--- src/rtl/clkspec_v2arb_rr_server_if.sv ---
// Bundle between the client array / shared operator and the round-robin server.
// The "master" side is the environment (clients and resource); "slave" is the server.
interface clkspec_v2arb_rr_server_if #(
  parameter int NCLIENT = 4,
  parameter int WIDTH   = 4
);
  logic [NCLIENT-1:0]       req;
  logic [NCLIENT*WIDTH-1:0] a_in;
  logic [NCLIENT*WIDTH-1:0] b_in;
  logic [NCLIENT-1:0]       ack;
  logic [WIDTH-1:0]         y_out;
  logic                     err;
  logic [WIDTH-1:0]         res_a;
  logic [WIDTH-1:0]         res_b;
  logic                     res_start;
  logic                     res_done;
  logic [WIDTH-1:0]         res_y;
  logic                     busy;
  logic [2:0]               grant_id;

  modport master (
    output req, a_in, b_in, res_done, res_y,
    input  ack, y_out, err, res_a, res_b, res_start, busy, grant_id
  );

  modport slave (
    input  req, a_in, b_in, res_done, res_y,
    output ack, y_out, err, res_a, res_b, res_start, busy, grant_id
  );
endinterface

--- src/rtl/clkspec_v2arb_rr_server.sv ---
// Round-robin sequencer sharing one arithmetic resource among NCLIENT requesters:
// grant, issue with start pulse, wait for done (bounded), return result with one-cycle ack.
module clkspec_v2arb_rr_server #(
  parameter int NCLIENT = 4,
  parameter int WIDTH   = 4,
  parameter int TIMEOUT = 15
) (
  input  logic                   clk,
  input  logic                   reset,
  clkspec_v2arb_rr_server_if.slave bus
);
  localparam int TW = $clog2(TIMEOUT);

  typedef enum logic [1:0] {
    ST_IDLE   = 2'd0,
    ST_ISSUE  = 2'd1,
    ST_WAIT   = 2'd2,
    ST_RETURN = 2'd3
  } state_t;

  state_t             state_r;
  state_t             state_s;
  logic [2:0]         ptr_r;
  logic [2:0]         grant_r;
  logic [TW-1:0]      timer_r;
  logic [WIDTH-1:0]   a_r;
  logic [WIDTH-1:0]   b_r;
  logic [WIDTH-1:0]   y_r;
  logic               err_r;

  logic [7:0]         req_ext_s;
  logic [3:0]         idx_s;
  logic               hit_s;
  logic               any_s;
  logic [2:0]         win_s;
  logic [WIDTH-1:0]   a_win_s;
  logic [WIDTH-1:0]   b_win_s;
  logic               timeout_s;
  logic [NCLIENT-1:0] ack_s;

  assign timeout_s = (timer_r == TW'(TIMEOUT - 1));

  // Rotating-priority winner search starting at ptr, plus the winner's operands.
  always_comb begin
    req_ext_s = 8'(bus.req);
    idx_s     = 4'd0;
    hit_s     = 1'b0;
    any_s     = 1'b0;
    win_s     = 3'd0;
    a_win_s   = {WIDTH{1'b0}};
    b_win_s   = {WIDTH{1'b0}};
    for (int k = 0; k < NCLIENT; k++) begin
      idx_s = {1'b0, ptr_r} + 4'(k);
      idx_s = (idx_s >= 4'(NCLIENT)) ? (idx_s - 4'(NCLIENT)) : idx_s;
      hit_s = req_ext_s[idx_s[2:0]] & ~any_s;
      win_s = hit_s ? idx_s[2:0] : win_s;
      any_s = any_s | hit_s;
    end
    for (int i = 0; i < NCLIENT; i++) begin
      a_win_s = (win_s == 3'(i)) ? bus.a_in[i*WIDTH +: WIDTH] : a_win_s;
      b_win_s = (win_s == 3'(i)) ? bus.b_in[i*WIDTH +: WIDTH] : b_win_s;
    end
  end

  // Next-state logic; done takes precedence over the timeout abort.
  always_comb begin
    state_s = state_r;
    case (state_r)
      ST_IDLE:   state_s = any_s ? ST_ISSUE : ST_IDLE;
      ST_ISSUE:  state_s = ST_WAIT;
      ST_WAIT:   state_s = (bus.res_done || timeout_s) ? ST_RETURN : ST_WAIT;
      ST_RETURN: state_s = ST_IDLE;
      default:   state_s = ST_IDLE;
    endcase
  end

  // State register.
  always_ff @(posedge clk or negedge reset) begin
    if (!reset) begin
      state_r <= ST_IDLE;
    end else begin
      state_r <= state_s;
    end
  end

  // Operand latch at grant, wait timer, result capture and pointer rotation.
  always_ff @(posedge clk or negedge reset) begin
    if (!reset) begin
      ptr_r   <= 3'd0;
      grant_r <= 3'd0;
      timer_r <= {TW{1'b0}};
      a_r     <= {WIDTH{1'b0}};
      b_r     <= {WIDTH{1'b0}};
      y_r     <= {WIDTH{1'b0}};
      err_r   <= 1'b0;
    end else begin
      case (state_r)
        ST_IDLE: begin
          if (any_s) begin
            a_r     <= a_win_s;
            b_r     <= b_win_s;
            grant_r <= win_s;
          end
        end
        ST_ISSUE: timer_r <= {TW{1'b0}};
        ST_WAIT: begin
          if (bus.res_done) begin
            y_r   <= bus.res_y;
            err_r <= 1'b0;
          end else if (timeout_s) begin
            y_r   <= {WIDTH{1'b0}};
            err_r <= 1'b1;
          end else begin
            timer_r <= timer_r + TW'(1);
          end
        end
        ST_RETURN: ptr_r <= (grant_r == 3'(NCLIENT - 1)) ? 3'd0 : (grant_r + 3'd1);
        default: ;
      endcase
    end
  end

  // One-hot ack decoded purely from registered state.
  always_comb begin
    ack_s = {NCLIENT{1'b0}};
    for (int i = 0; i < NCLIENT; i++) begin
      ack_s[i] = (state_r == ST_RETURN) && (grant_r == 3'(i));
    end
  end

  assign bus.ack       = ack_s;
  assign bus.res_start = (state_r == ST_ISSUE);
  assign bus.busy      = (state_r != ST_IDLE);
  assign bus.y_out     = (state_r == ST_RETURN) ? y_r : {WIDTH{1'b0}};
  assign bus.err       = (state_r == ST_RETURN) ? err_r : 1'b0;
  assign bus.res_a     = a_r;
  assign bus.res_b     = b_r;
  assign bus.grant_id  = grant_r;

endmodule

--- src/flat_wrapper.sv ---
// flat-port wrapper written by rule: the top's interface ports become plain ports
module clkspec_v2arb_rr_server_flat 
#(
  parameter int NCLIENT = 4,
  parameter int WIDTH   = 4,
  parameter int TIMEOUT = 15
)
  (clk, reset, bus_req, bus_a_in, bus_b_in, bus_res_done, bus_res_y, bus_ack, bus_y_out, bus_err, bus_res_a, bus_res_b, bus_res_start, bus_busy, bus_grant_id);
  clkspec_v2arb_rr_server_if #(.NCLIENT(NCLIENT), .WIDTH(WIDTH)) bus_i ();
  input  logic clk;
  input  logic reset;
  input wire logic [$bits(bus_i.req)-1:0] bus_req;
  input wire logic [$bits(bus_i.a_in)-1:0] bus_a_in;
  input wire logic [$bits(bus_i.b_in)-1:0] bus_b_in;
  input wire logic [$bits(bus_i.res_done)-1:0] bus_res_done;
  input wire logic [$bits(bus_i.res_y)-1:0] bus_res_y;
  output wire logic [$bits(bus_i.ack)-1:0] bus_ack;
  output wire logic [$bits(bus_i.y_out)-1:0] bus_y_out;
  output wire logic [$bits(bus_i.err)-1:0] bus_err;
  output wire logic [$bits(bus_i.res_a)-1:0] bus_res_a;
  output wire logic [$bits(bus_i.res_b)-1:0] bus_res_b;
  output wire logic [$bits(bus_i.res_start)-1:0] bus_res_start;
  output wire logic [$bits(bus_i.busy)-1:0] bus_busy;
  output wire logic [$bits(bus_i.grant_id)-1:0] bus_grant_id;
  assign bus_i.req = bus_req;
  assign bus_i.a_in = bus_a_in;
  assign bus_i.b_in = bus_b_in;
  assign bus_i.res_done = bus_res_done;
  assign bus_i.res_y = bus_res_y;
  assign bus_ack = bus_i.ack;
  assign bus_y_out = bus_i.y_out;
  assign bus_err = bus_i.err;
  assign bus_res_a = bus_i.res_a;
  assign bus_res_b = bus_i.res_b;
  assign bus_res_start = bus_i.res_start;
  assign bus_busy = bus_i.busy;
  assign bus_grant_id = bus_i.grant_id;
  clkspec_v2arb_rr_server #(.NCLIENT(NCLIENT), .WIDTH(WIDTH), .TIMEOUT(TIMEOUT)) u_core (.clk(clk), .reset(reset), .bus(bus_i));
endmodule
--- config.mk ---
export PLATFORM = sky130hd
export DESIGN_NAME = clkspec_v2arb_rr_server_flat
export DESIGN_NICKNAME = d
export VERILOG_FILES = /design/src/rtl/clkspec_v2arb_rr_server_if.sv /design/src/rtl/clkspec_v2arb_rr_server.sv /design/src/flat_wrapper.sv
export SDC_FILE = /design/constraint.sdc
export NUM_CORES = 1
export LEC_CHECK = 0
export CORE_MARGIN = 5
export CORE_UTILIZATION = 50
export DETAILED_ROUTE_END_ITERATION = 7
export HOLD_SLACK_MARGIN = 0.03
export PLACE_DENSITY = 0.93
export RECOVER_POWER = 100
export SYNTH_ARGS = -nofsm -noshare
export SYNTH_HDL_FRONTEND = slang
export SYNTH_SLANG_ARGS = --single-unit
--- constraint.sdc ---
create_clock -name clk -period 4.5 [get_ports clk]
set_input_delay 0.45 -clock clk [delete_from_list [all_inputs] [get_ports clk]]
set_output_delay 0.45 -clock clk [all_outputs]
set_load 0.1 [all_outputs]
==> results.md <==
- Status: completed
- Synth Net Count: 248
- Largest net degree at the start of global routing: 26
- Crit-path max cell delay: 730 ps
- Worst Path Arrival: 3740 ps
- Fin. Hold Viols: 0
- CP max FO: 16
- Max Clk Rate: 0.283 GHz
- Die Y: 72.6 um
- Detailed Place HPWL: 3720 um
- Worst-path clk slew: 90 ps
- Share of cells above drive strength 1: 9.60%
- Slowest CP cell: o21ai_0
- Avg Cell Area, Syn: 10.2 sq um
- GPL Wtd Cong: 0.864
- Synth warn: 0
- Commonest non-fill, non-tap cell in the layout: clkdlybuf4s50_1
- GR peak layer: met2
- # diodes: 0
- CTS tree: done
- Setup TNS: 0 ps
- Vias post-DR: 1738
- Vias in the first global route: 1668
- Worst skew pair latency: 270 ps
- Total grt overflow: 0
- First-pass GRT wire length: 8270 um
- CTS buffer count: 3
- Cts repair resizes: 0
- PortBufs: 64
- Ys async rst share: 100%
- Worst Path Required: 4700 ps
- Cell Chain, Critical Path: inv_1 > ha_1 > or4_1 > o22ai_1 > a211oi_2 > o21ai_0 > buf_4 > nor2_1 > a21oi_1
- Slew HR: 7.84%
- Layout Nets: 307
- Root buf cell: clkbuf_8
- Post-route ant nets: 0
- Setup Skew: 2.19 ps
- Met2 GRT Util: 29.9%
- Hold Crit Class: register to register
- H-tree lvl count: 1
- Initial antenna violation count: 0
- Total core area: 0.00372 sq mm
- Post-CTS Setup Bufs: 0
- CP Capture Type: register
- Final setup viols: 0
- Die area: 0.00527 sq mm
- CTS sink cnt: 25
- Unique cell type count in the Yosys netlist: 45
- Delay-heaviest family, CP: compound AO/OA/AOI/OAI gates
- M1 GR Usage: 28.4%
- Row count: 22
- Longest Clk Path Bufs: 2
- # placed instances: 294
- CP Buf/Inv Count: 2
- Cell count after synthesis: 192
- Vias per inst: 5.83
- Final Core Density: 70.7%
- Period minus WS final: 3530 ps
- Ports: 65
- Measured slew at the worst slew-check pin: 1380 ps
- Worst setup SP type: register
- Max_cap viols: 0
- Global-route usage over all layers: 19.6%
- Synth Cell Area: 0.00196 sq mm
- Max-slew violations: 0
- Final worst-path cycle share: 78.5%
- Number of DRC markers in iteration 0: 125
- DR pass1 iterations: 4
- Post-synth EDFFs: 0
- Chip width: 72.6 um
- Most frequent cells in the layout: clkdlybuf4s50_1 (41), and2_1 (26), dfrtp_1 (25), dlygate4sd3_1 (23)
- Routed wire per std cell: 17.1 um
- Synthesis-stage register bit count: 25
- RSZ-0062 raised after global routing: false
- Ys flop type: dfrtp_1
- M3 GR Usage: 3.99%
- Finished Layout Cells: 298
- Hold_buf cts: 0
- Register area share after synthesis: 31.9%
- Area growth syn-to-layout: 34.2%
- Starting density of the core: 52.7%
- Residual DRC: 0
- Post-Route WL: 5090 um
- Worst Path Class, Setup: register to register
-- flip-flops by register name (all words and copies together), names as in the netlist --
signal / cells
u_core.y_r: 4
u_core.timer_r: 4
u_core.err_r: 1
u_core.bus.res_b: 4
u_core.ptr_r: 3
u_core.bus.grant_id: 3
u_core.state_r: 2
u_core.bus.res_a: 4
-- stage by stage --
step           setup WS, ps  hold slack, ps  area [sq um]
2_1_floorplan          1590             154          1960
3_5_place_dp           1020             474          2590
6_report                966             488          2630
3_3_place_gp           1180             462          2590
5_1_grt                 742             510          2630
4_1_cts                 984             494          2640
-- layout make-up --
type                    instances  area (sq um)
fillers                       286          1090
flip-flops and latches         25           626
clock buffers                   3          41.3
well taps                      48          60.1
repair buffers                 66           652
multi-input cells             145          1200
inverters                      10          37.5
clock inverters                 1          7.51
-- cells in the mapped netlist (2+ instances only) --
library cell | count | share of area, %
a221oi_1 | 10 | 4.5
a32o_1 | 4 | 2.0
a22oi_1 | 2 | 0.77
inv_1 | 10 | 1.9
and3_1 | 2 | 0.64
nor2_1 | 8 | 1.5
buf_4 | 3 | 1.2
nand3_1 | 2 | 0.51
mux2i_1 | 4 | 2.0
buf_6 | 3 | 1.7
nand2b_1 | 3 | 0.96
nand3b_1 | 2 | 0.77
clkbuf_1 | 5 | 0.96
nand2_1 | 13 | 2.5
o31ai_1 | 5 | 1.9
nor2b_1 | 3 | 0.96
o31ai_2 | 6 | 3.8
o21ai_0 | 11 | 2.8
a221oi_2 | 8 | 6.1
and2_1 | 27 | 8.6
ha_1 | 13 | 8.3
dfrtp_1 | 25 | 32
-- logic make-up after synthesis --
kind of cell / Yosys count / share of synthesized area (%)
AND/OR/NAND/NOR: 67 / 19.1
buffers and inverters: 22 / 6.01
adder cells (fa/ha/maj): 13 / 8.31
multiplexers: 8 / 5.69
AO/OA/AOI/OAI: 57 / 28.9
flip-flops: 25 / 31.9
-- metal layers --
metal	up-vias	part of all wire (%)
met5	-	0
met4	0	1.2
met3	6	9.4
met2	84	43
met1	810	47
li1	838	-
-- final timing paths --
kind / startpoint / depth (start not counted) / slack, ps / to
max: u_core.ptr_r[0]$_DFFE_PN0P_ / 9 / 970 / u_core.bus.grant_id[1]$_DFFE_PN0P_
min: u_core.bus.res_a[3]$_DFFE_PN0P_ / 2 / 490 / u_core.bus.res_a[3]$_DFFE_PN0P_
max reg2reg: u_core.ptr_r[0]$_DFFE_PN0P_ / 9 / 970 / u_core.bus.grant_id[1]$_DFFE_PN0P_
min reg2reg: u_core.bus.res_a[3]$_DFFE_PN0P_ / 2 / 490 / u_core.bus.res_a[3]$_DFFE_PN0P_
max in group asynchronous: reset / 2 / 2680 / u_core.err_r$_DFFE_PN0P_
min in group asynchronous: reset / 2 / 1020 / u_core.bus.res_b[1]$_DFFE_PN0P_
-- tightest hold or removal path: stages (launching register included) --
cell and delay, ps:
dfrtp_1 350, nand2_1 50, o31ai_1 60
Power is left out: the tool's default activity adds up to more than one toggle a clock period on the data nets, which glitch-free logic cannot reach.
